**src/rtl/muldiv_unit.sv**
```systemverilog
// Iterative radix-2 multiply/divide unit with architectural HI/LO registers.
// One shift-add or restoring shift-subtract step per cycle, fixed latency of WIDTH+2 cycles.
module muldiv_unit #(
    parameter int unsigned WIDTH = 32
) (
    input  logic             clk,
    input  logic             rst,
    input  logic             start,
    input  logic [1:0]       op,
    input  logic [WIDTH-1:0] opa,
    input  logic [WIDTH-1:0] opb,
    input  logic             wr_hi,
    input  logic             wr_lo,
    input  logic [WIDTH-1:0] wr_data,
    output logic             busy,
    output logic             done,
    output logic             dbz,
    output logic [WIDTH-1:0] hi,
    output logic [WIDTH-1:0] lo
);

    localparam int unsigned CntW = $clog2(WIDTH) + 1;

    typedef enum logic [1:0] {StIdle, StRun, StSign} state_e;

    state_e state_q, state_d;

    logic [CntW-1:0]    cnt_q, cnt_d;
    logic [2*WIDTH-1:0] acc_q, acc_d;
    logic [WIDTH-1:0]   b_q, b_d;
    logic [WIDTH-1:0]   opa_q, opa_d;
    logic [WIDTH-1:0]   hi_q, hi_d;
    logic [WIDTH-1:0]   lo_q, lo_d;
    logic               is_div_q, is_div_d;
    logic               neg_q, neg_d;
    logic               rem_neg_q, rem_neg_d;
    logic               dbz_q, dbz_d;
    logic               done_q, done_d;

    logic               signed_op, a_neg, b_neg;
    logic [WIDTH-1:0]   abs_a, abs_b;
    logic [WIDTH:0]     add_a, add_b;
    logic [WIDTH+1:0]   sum;
    logic               ge;
    logic [2*WIDTH-1:0] prod;
    logic [WIDTH-1:0]   quo, rem;

    // FSM: state register
    always_ff @(posedge clk or posedge rst) begin
        if (rst) begin
            state_q <= StIdle;
        end else begin
            state_q <= state_d;
        end
    end

    // FSM: next state
    always_comb begin
        state_d = state_q;
        case (state_q)
            StIdle:  if (start) state_d = StRun;
            StRun:   if (cnt_q == CntW'(WIDTH - 1)) state_d = StSign;
            StSign:  state_d = StIdle;
            default: state_d = StIdle;
        endcase
    end

    // FSM: outputs
    always_comb begin
        busy = (state_q == StRun) || (state_q == StSign);
    end

    assign done = done_q;
    assign dbz  = dbz_q;
    assign hi   = hi_q;
    assign lo   = lo_q;

    // Signed ops iterate on magnitudes; signs are restored in StSign.
    always_comb begin
        signed_op = ~op[0];
        a_neg     = signed_op & opa[WIDTH-1];
        b_neg     = signed_op & opb[WIDTH-1];
        abs_a     = a_neg ? -opa : opa;
        abs_b     = b_neg ? -opb : opb;
    end

    // Shared WIDTH+1-bit adder; for divide it subtracts and the carry-out means rem >= divisor.
    always_comb begin
        add_a = is_div_q ? acc_q[2*WIDTH-1:WIDTH-1] : {1'b0, acc_q[2*WIDTH-1:WIDTH]};
        add_b = is_div_q ? ~{1'b0, b_q} : {1'b0, b_q};
        sum   = {1'b0, add_a} + {1'b0, add_b} + {{(WIDTH+1){1'b0}}, is_div_q};
        ge    = sum[WIDTH+1];
    end

    always_comb begin
        prod = neg_q ? -acc_q : acc_q;
        quo  = neg_q ? -acc_q[WIDTH-1:0] : acc_q[WIDTH-1:0];
        rem  = rem_neg_q ? -acc_q[2*WIDTH-1:WIDTH] : acc_q[2*WIDTH-1:WIDTH];
    end

    always_comb begin
        cnt_d     = cnt_q;
        acc_d     = acc_q;
        b_d       = b_q;
        opa_d     = opa_q;
        hi_d      = hi_q;
        lo_d      = lo_q;
        is_div_d  = is_div_q;
        neg_d     = neg_q;
        rem_neg_d = rem_neg_q;
        dbz_d     = dbz_q;
        done_d    = 1'b0;
        case (state_q)
            StIdle: begin
                if (start) begin
                    acc_d     = {{WIDTH{1'b0}}, abs_a};
                    b_d       = abs_b;
                    opa_d     = opa;
                    cnt_d     = '0;
                    is_div_d  = op[1];
                    neg_d     = a_neg ^ b_neg;
                    rem_neg_d = a_neg;
                    dbz_d     = op[1] && (opb == '0);
                end else begin
                    if (wr_hi) hi_d = wr_data;
                    if (wr_lo) lo_d = wr_data;
                end
            end
            StRun: begin
                cnt_d = cnt_q + CntW'(1);
                if (is_div_q) begin
                    acc_d = {(ge ? sum[WIDTH-1:0] : acc_q[2*WIDTH-2:WIDTH-1]),
                             acc_q[WIDTH-2:0], ge};
                end else if (acc_q[0]) begin
                    acc_d = {sum[WIDTH:0], acc_q[WIDTH-1:1]};
                end else begin
                    acc_d = {1'b0, acc_q[2*WIDTH-1:1]};
                end
            end
            StSign: begin
                done_d = 1'b1;
                if (is_div_q) begin
                    if (dbz_q) begin
                        lo_d = '1;
                        hi_d = opa_q;
                    end else begin
                        lo_d = quo;
                        hi_d = rem;
                    end
                end else begin
                    {hi_d, lo_d} = prod;
                end
            end
            default: ;
        endcase
    end

    always_ff @(posedge clk or posedge rst) begin
        if (rst) begin
            cnt_q     <= '0;
            acc_q     <= '0;
            b_q       <= '0;
            opa_q     <= '0;
            hi_q      <= '0;
            lo_q      <= '0;
            is_div_q  <= 1'b0;
            neg_q     <= 1'b0;
            rem_neg_q <= 1'b0;
            dbz_q     <= 1'b0;
            done_q    <= 1'b0;
        end else begin
            cnt_q     <= cnt_d;
            acc_q     <= acc_d;
            b_q       <= b_d;
            opa_q     <= opa_d;
            hi_q      <= hi_d;
            lo_q      <= lo_d;
            is_div_q  <= is_div_d;
            neg_q     <= neg_d;
            rem_neg_q <= rem_neg_d;
            dbz_q     <= dbz_d;
            done_q    <= done_d;
        end
    end

endmodule

```
**config.mk**
```make
export PLATFORM = sky130hd
export DESIGN_NAME = muldiv_unit
export DESIGN_NICKNAME = d
export VERILOG_FILES = /design/src/rtl/muldiv_unit.sv
export SDC_FILE = /design/constraint.sdc
export NUM_CORES = 1
export LEC_CHECK = 0
export ABC_CLOCK_PERIOD_IN_PS = 8650
export CORE_MARGIN = 4
export CORE_UTILIZATION = 55
export DETAILED_ROUTE_END_ITERATION = 12
export HOLD_SLACK_MARGIN = 0.1
export PLACE_DENSITY = 0.78
export SETUP_SLACK_MARGIN = 0.02
export SLEW_MARGIN = 0
export SYNTH_ARGS = -nofsm -noshare
export SYNTH_HDL_FRONTEND = slang
export SYNTH_SLANG_ARGS = --single-unit
```
**constraint.sdc**
```tcl
create_clock -name clk -period 8.65 [get_ports clk]
set_input_delay 2.595 -clock clk [delete_from_list [all_inputs] [get_ports clk]]
set_output_delay 2.595 -clock clk [all_outputs]
set_load 0.01 [all_outputs]
```
# After elaboration in Yosys (flattened, before gate mapping)
# Index checks and enable logic that the tools add are counted.
# W data, S select, Z words.
# op_classes
add_sub_neg,8
mul,0
div_mod_pow,0
n_lt_le_gt_ge,0
eq_ne,8
shift,0
n_mux,28
bitwise_logic,5
n_reduce_logical,11
# ops
cell,n
$mux W32,13
$mux W64,4
$neg A32 Y32,4
$pmux W32 S2,2
$pmux W64 S2,1
$mux W33,2
$neg A64 Y64,1
$add A33 B33 Y34,1
$add A34 B1 Y34,1
$not A32 Y33,1
$logic_not A32 Y1,1
$pmux W6 S2,1
$ne A2 B2 Y1 const B,5
$add A6 B1 Y6 const B,1
$eq A6 B5 Y1 const B,1
$mux W6,1
$reduce_and A2 Y1,3
$reduce_and A3 Y1,2
$mux W2,2
$pmux W2 S2,1
$reduce_bool A2 Y1,2
$and A1 B1 Y1,2
$eq A2 B1 Y1 const B,1
$eq A2 B2 Y1 const B,1
other kinds (6),6
# totals
reg_bits,205
latchBits,0
mem_bits_rw,0
rom_bits,0
wordCells,72
mem_count,0

# Depth between registers and ports, before layout
# logic_depth
ltp_word,7
depth_mapped,18

# Worst setup path after synthesis
# No wires, ideal clock.
# synth_timing
path_kind,input -> register
startpoint,input opa[9]
endpoint,register acc_q[29]
setup_time_ns,0.136
t_arrival_ns,4.607
required_ns,8.514
slack_ns,3.907
stages,8
path_buffers,0
cell_sequence,or4_1 or4_1 nor3_2 and2_1 nand2_1 o41ai_2 xor2_1 a21oi_1
# synth_via
elab_chain_cells,4
# synth_lines
element,line_no,source
from (decl),10,"input logic [WIDTH-1:0] opa,"
$neg A32 Y32,83,abs_a = a_neg ? -opa : opa;
$mux W32,83,
$mux W64,115,if (start) begin
$pmux W64 S2,113,case (state_q)
to (signal assigned),161,acc_q <= '0;
to (signal assigned),173,acc_q <= acc_d;
to (decl),29,"logic [2*WIDTH-1:0] acc_q, acc_d;"
# Every way passes these cells. The select of a mux whose other input is x is not followed.
# A chain may end at the register's enable or synchronous reset.

# Worst setup path in the final report
# layout_timing
startpoint,input opa[7]
endpoint,register acc_q[26]
# The elaborated chain is that of the path after synthesis.

==> results.toml <==
[worst_setup_path]
worstPathRequired_ns = 9.07
rrSetupSlack_ns = 3.38
cp.arrival_ns = 5.77
end_kind = "flop"
startpoint = "opa[7]"
critPathKind = "in2reg"
cp-start-kind = "primary input"
crit_path_max_fanout = 5
r2r_start = "is_div_q"

[placed_design]
gp_congestion = 0.973
dpl.hpwl_um = 35300
io_buffers = 169

[die]
core_mm2 = 0.0289
die_area_mm2 = 0.0323
die_w_um = 180
placementRows = 62
io_pins = 170
die_h_um = 180
start_util_pct = 56.1

[synthesis]
ys_ff_latch = 205
synth_flop_cell = "dfrtp_1"
synthesis.instances = 2006
synth_top_family_by_area = "compound AO/OA/AOI/OAI gates"
netlist_area_mm2 = 0.0162
synth_edf_count = 0
syn_avg_cell_area_um2 = 8.09
synth_fa_ha_area_share_pct = 3.13
async_flop_share_pct = 100
yosysUniqueCellTypes = 90
synth.mux.area_fraction_pct = 7.56
syn_nets = 2149
yosysWarnings = 0
synth_compound_area_share_pct = 24.2
synthXorXnorAreaFrac_pct = 10.4
seq_area_frac_synth_pct = 31.6
synth-simple-area-share_pct = 18.2

[route]
route.detailed.drc = 0
vias = 15348
drtPass1Iterations = 5
routed_wl_um = 48700
drtIter0Drc = 1791
post_drt_via_cell_ratio = 6.28
antenna_left = 0
routedWlPerCell_um = 19.9

[sta]
period_needed_ns = 5.35
period_share_pct = 61.9
fmax_mhz = 187
setup_violations = 0
rsz0062_at_grt = "no"
tightestPinTransition_ns = 1.14
finalSetupTns_ns = 0
slew_headroom_pct = 23.8
skew_ns = 0.0205
drv_slew = 0
final_hold_viol_count = 0
whs_ns = 0.474

[grt]
overflow = 0
antenna_found_initial = 1
grt_pass1_vias = 14386
track_usage_pct = 28.6
grt_pass1_wl_um = 77500
grt_max_degree = 131

[pwr]
leakage_nw = 7.53
peakVddDrop_mv = 0.238
power.total_mw = 8.33
pwr_density_cell_mw_per_mm2 = 446

[clock_tree]
cts.path.max_buffers = 3
cts_tree = "built"
cts-root-buf = "clkbuf_16"
clkSlewWorstSetupHoldPaths_ns = 0.06
worst_skew_pair.late_latency_ns = 0.53
postCtsSetupBuffers = 0
htree_levels = 1
cts_made_buffers = 24
holdBufCountCts = 0
cts_sinks = 205
cts_resized = 0

[worst_hold_path]
hp-start = "lo[26]"
hp-class = "reg2reg"

[finish]
fin_nets = 2187
drive_gt1_share_pct = 7.57
diodes = 0
multi_input_area_mm2 = 0.0103
syn2layout_area_growth_pct = 15.2
fillCellCount = 2442
register_area_mm2 = 0.00513

[outcome]
status = "finished clean"

[flow_run]
drv_cap = 0
==> kinds of logic after synthesis <==
logic type | after synthesis
adders and majority gates | 40
DFF | 205
muxes | 115
and+or+nand+nor | 604
xor gates and xnor gates | 192
buffers and inverters | 208
AOI/OAI and AO/OA | 642
==> placed cells by master (no fill, tap or decap), drive strengths merged, types with 9 or more instances in the layout <==
cell	synthesis	final
o21ai	274	274
nand2	268	268
dfrtp	205	205
clkdlybuf4s50	0	169
a21oi	126	126
xnor2	113	113
nor2	104	104
xor2	79	79
mux2	61	61
mux2i	54	54
o22ai	46	46
ha	39	39
nor3	36	36
o31ai	35	35
inv	34	34
clkbuf	139	33
nor3b	31	31
nand3	24	24
a21o	19	19
nand2b	19	19
nor4	19	19
or3	18	18
a31oi	18	18
o41ai	18	18
buf	34	16
nand4	15	15
a211oi	15	15
nor2b	14	14
or4	14	14
o221ai	11	11
o211ai	11	11
or2	10	10
and3	9	9
==> where the power goes <==
group	internal, mW	switching, mW	total, mW
Clock	0.595	0.409	1.00
Sequential	1.41	0.611	2.02
Combinational	2.24	3.06	5.31
==> final cells by class <==
type	instances	share of cell area, %
Sequential cell	205	27.5
Inverter	35	0.743
Clock inverter	9	0.569
Tap cell	384	2.57
Timing Repair Buffer	185	9.76
Multi-Input combinational cell	1593	55.3
Clock buffer	33	3.56
==> state kept, by name, indices dropped and copies added (netlist names) <==
| signal | flops |
|---|---|
| acc_q | 64 |
| b_q | 32 |
| hi | 32 |
| lo | 32 |
| opa_q | 32 |
| cnt_q | 6 |
| state_q | 2 |
| dbz | 1 |
| done | 1 |
| is_div_q | 1 |
| neg_q | 1 |
| rem_neg_q | 1 |
==> worst max-delay path: stages <==
cell and delay (ns):
clkdlybuf4s50_1 0.52, or4_1 0.61, or4_1 0.51, nor3_1 0.75, and3_1 0.31, nor2_1 0.07, xor2_1 0.17, o21ai_0 0.15
nand2_1 0.07
==> stage by stage <==
step / setup WS, ns / utilization [%] / instance area (um^2) / instances
global placement: 2.97 / 61.9 / 17900 / 2402
global route: 2.99 / 64.6 / 18700 / 2444
floorplan: 0.459 / - / 16200 / 2006
CTS: 3.43 / 64.6 / 18700 / 2444
finish: 3.30 / 64.6 / 18700 / 2444
detailed placement: 2.88 / 61.9 / 17900 / 2402
==> Yosys cell counts (all sizes together), types with 8 or more instances <==
| library cell | n | share of area, % |
|---|---|---|
| xor2 | 79 | 4.3 |
| nor4 | 19 | 0.90 |
| nand2 | 268 | 6.2 |
| clkbuf | 139 | 3.2 |
| o22ai | 46 | 1.8 |
| nor3 | 36 | 1.1 |
| nor3b | 31 | 1.4 |
| o211ai | 11 | 0.54 |
| or3 | 18 | 0.72 |
| and3 | 9 | 0.35 |
| or2 | 10 | 0.40 |
| ha | 39 | 3.0 |
| nand4 | 15 | 0.58 |
| o2bb2ai | 8 | 0.43 |
| xnor2 | 113 | 6.1 |
| dfrtp | 205 | 32 |
| mux2i | 54 | 3.3 |
| a211oi | 15 | 0.69 |
| a31oi | 18 | 0.73 |
| nor2b | 14 | 0.54 |
| o221ai | 11 | 0.59 |
| o41ai | 18 | 1.2 |
| inv | 34 | 0.79 |
| nand2b | 19 | 0.75 |
| a21oi | 126 | 3.9 |
| or4 | 14 | 0.72 |
| nand3 | 24 | 0.74 |
| o31ai | 35 | 1.7 |
| buf | 34 | 0.97 |
| o21ai | 274 | 8.5 |
| a21o | 19 | 0.88 |
| nor2 | 104 | 2.4 |
| mux2 | 61 | 4.2 |
==> final timing paths <==
kind | cells after the start | endpoint
worst max-delay path | 9 | acc_q[26]
max in group asynchronous | 3 | hi[31]
min in group asynchronous | 2 | opa_q[7]
worst max register to register | 11 | acc_q[62]
worst min register to register | 2 | lo[26]
worst min-delay path | 2 | lo[26]
==> metal layers <==
layer	track usage, %	up-vias	wire length, um
met5	0	-	16
met1	39.6	7187	20700
li1	-	7279	-
met3	4.37	115	4160
met2	46.7	765	22300
met4	8.90	2	1480
(Power assumes the default switching activity.)
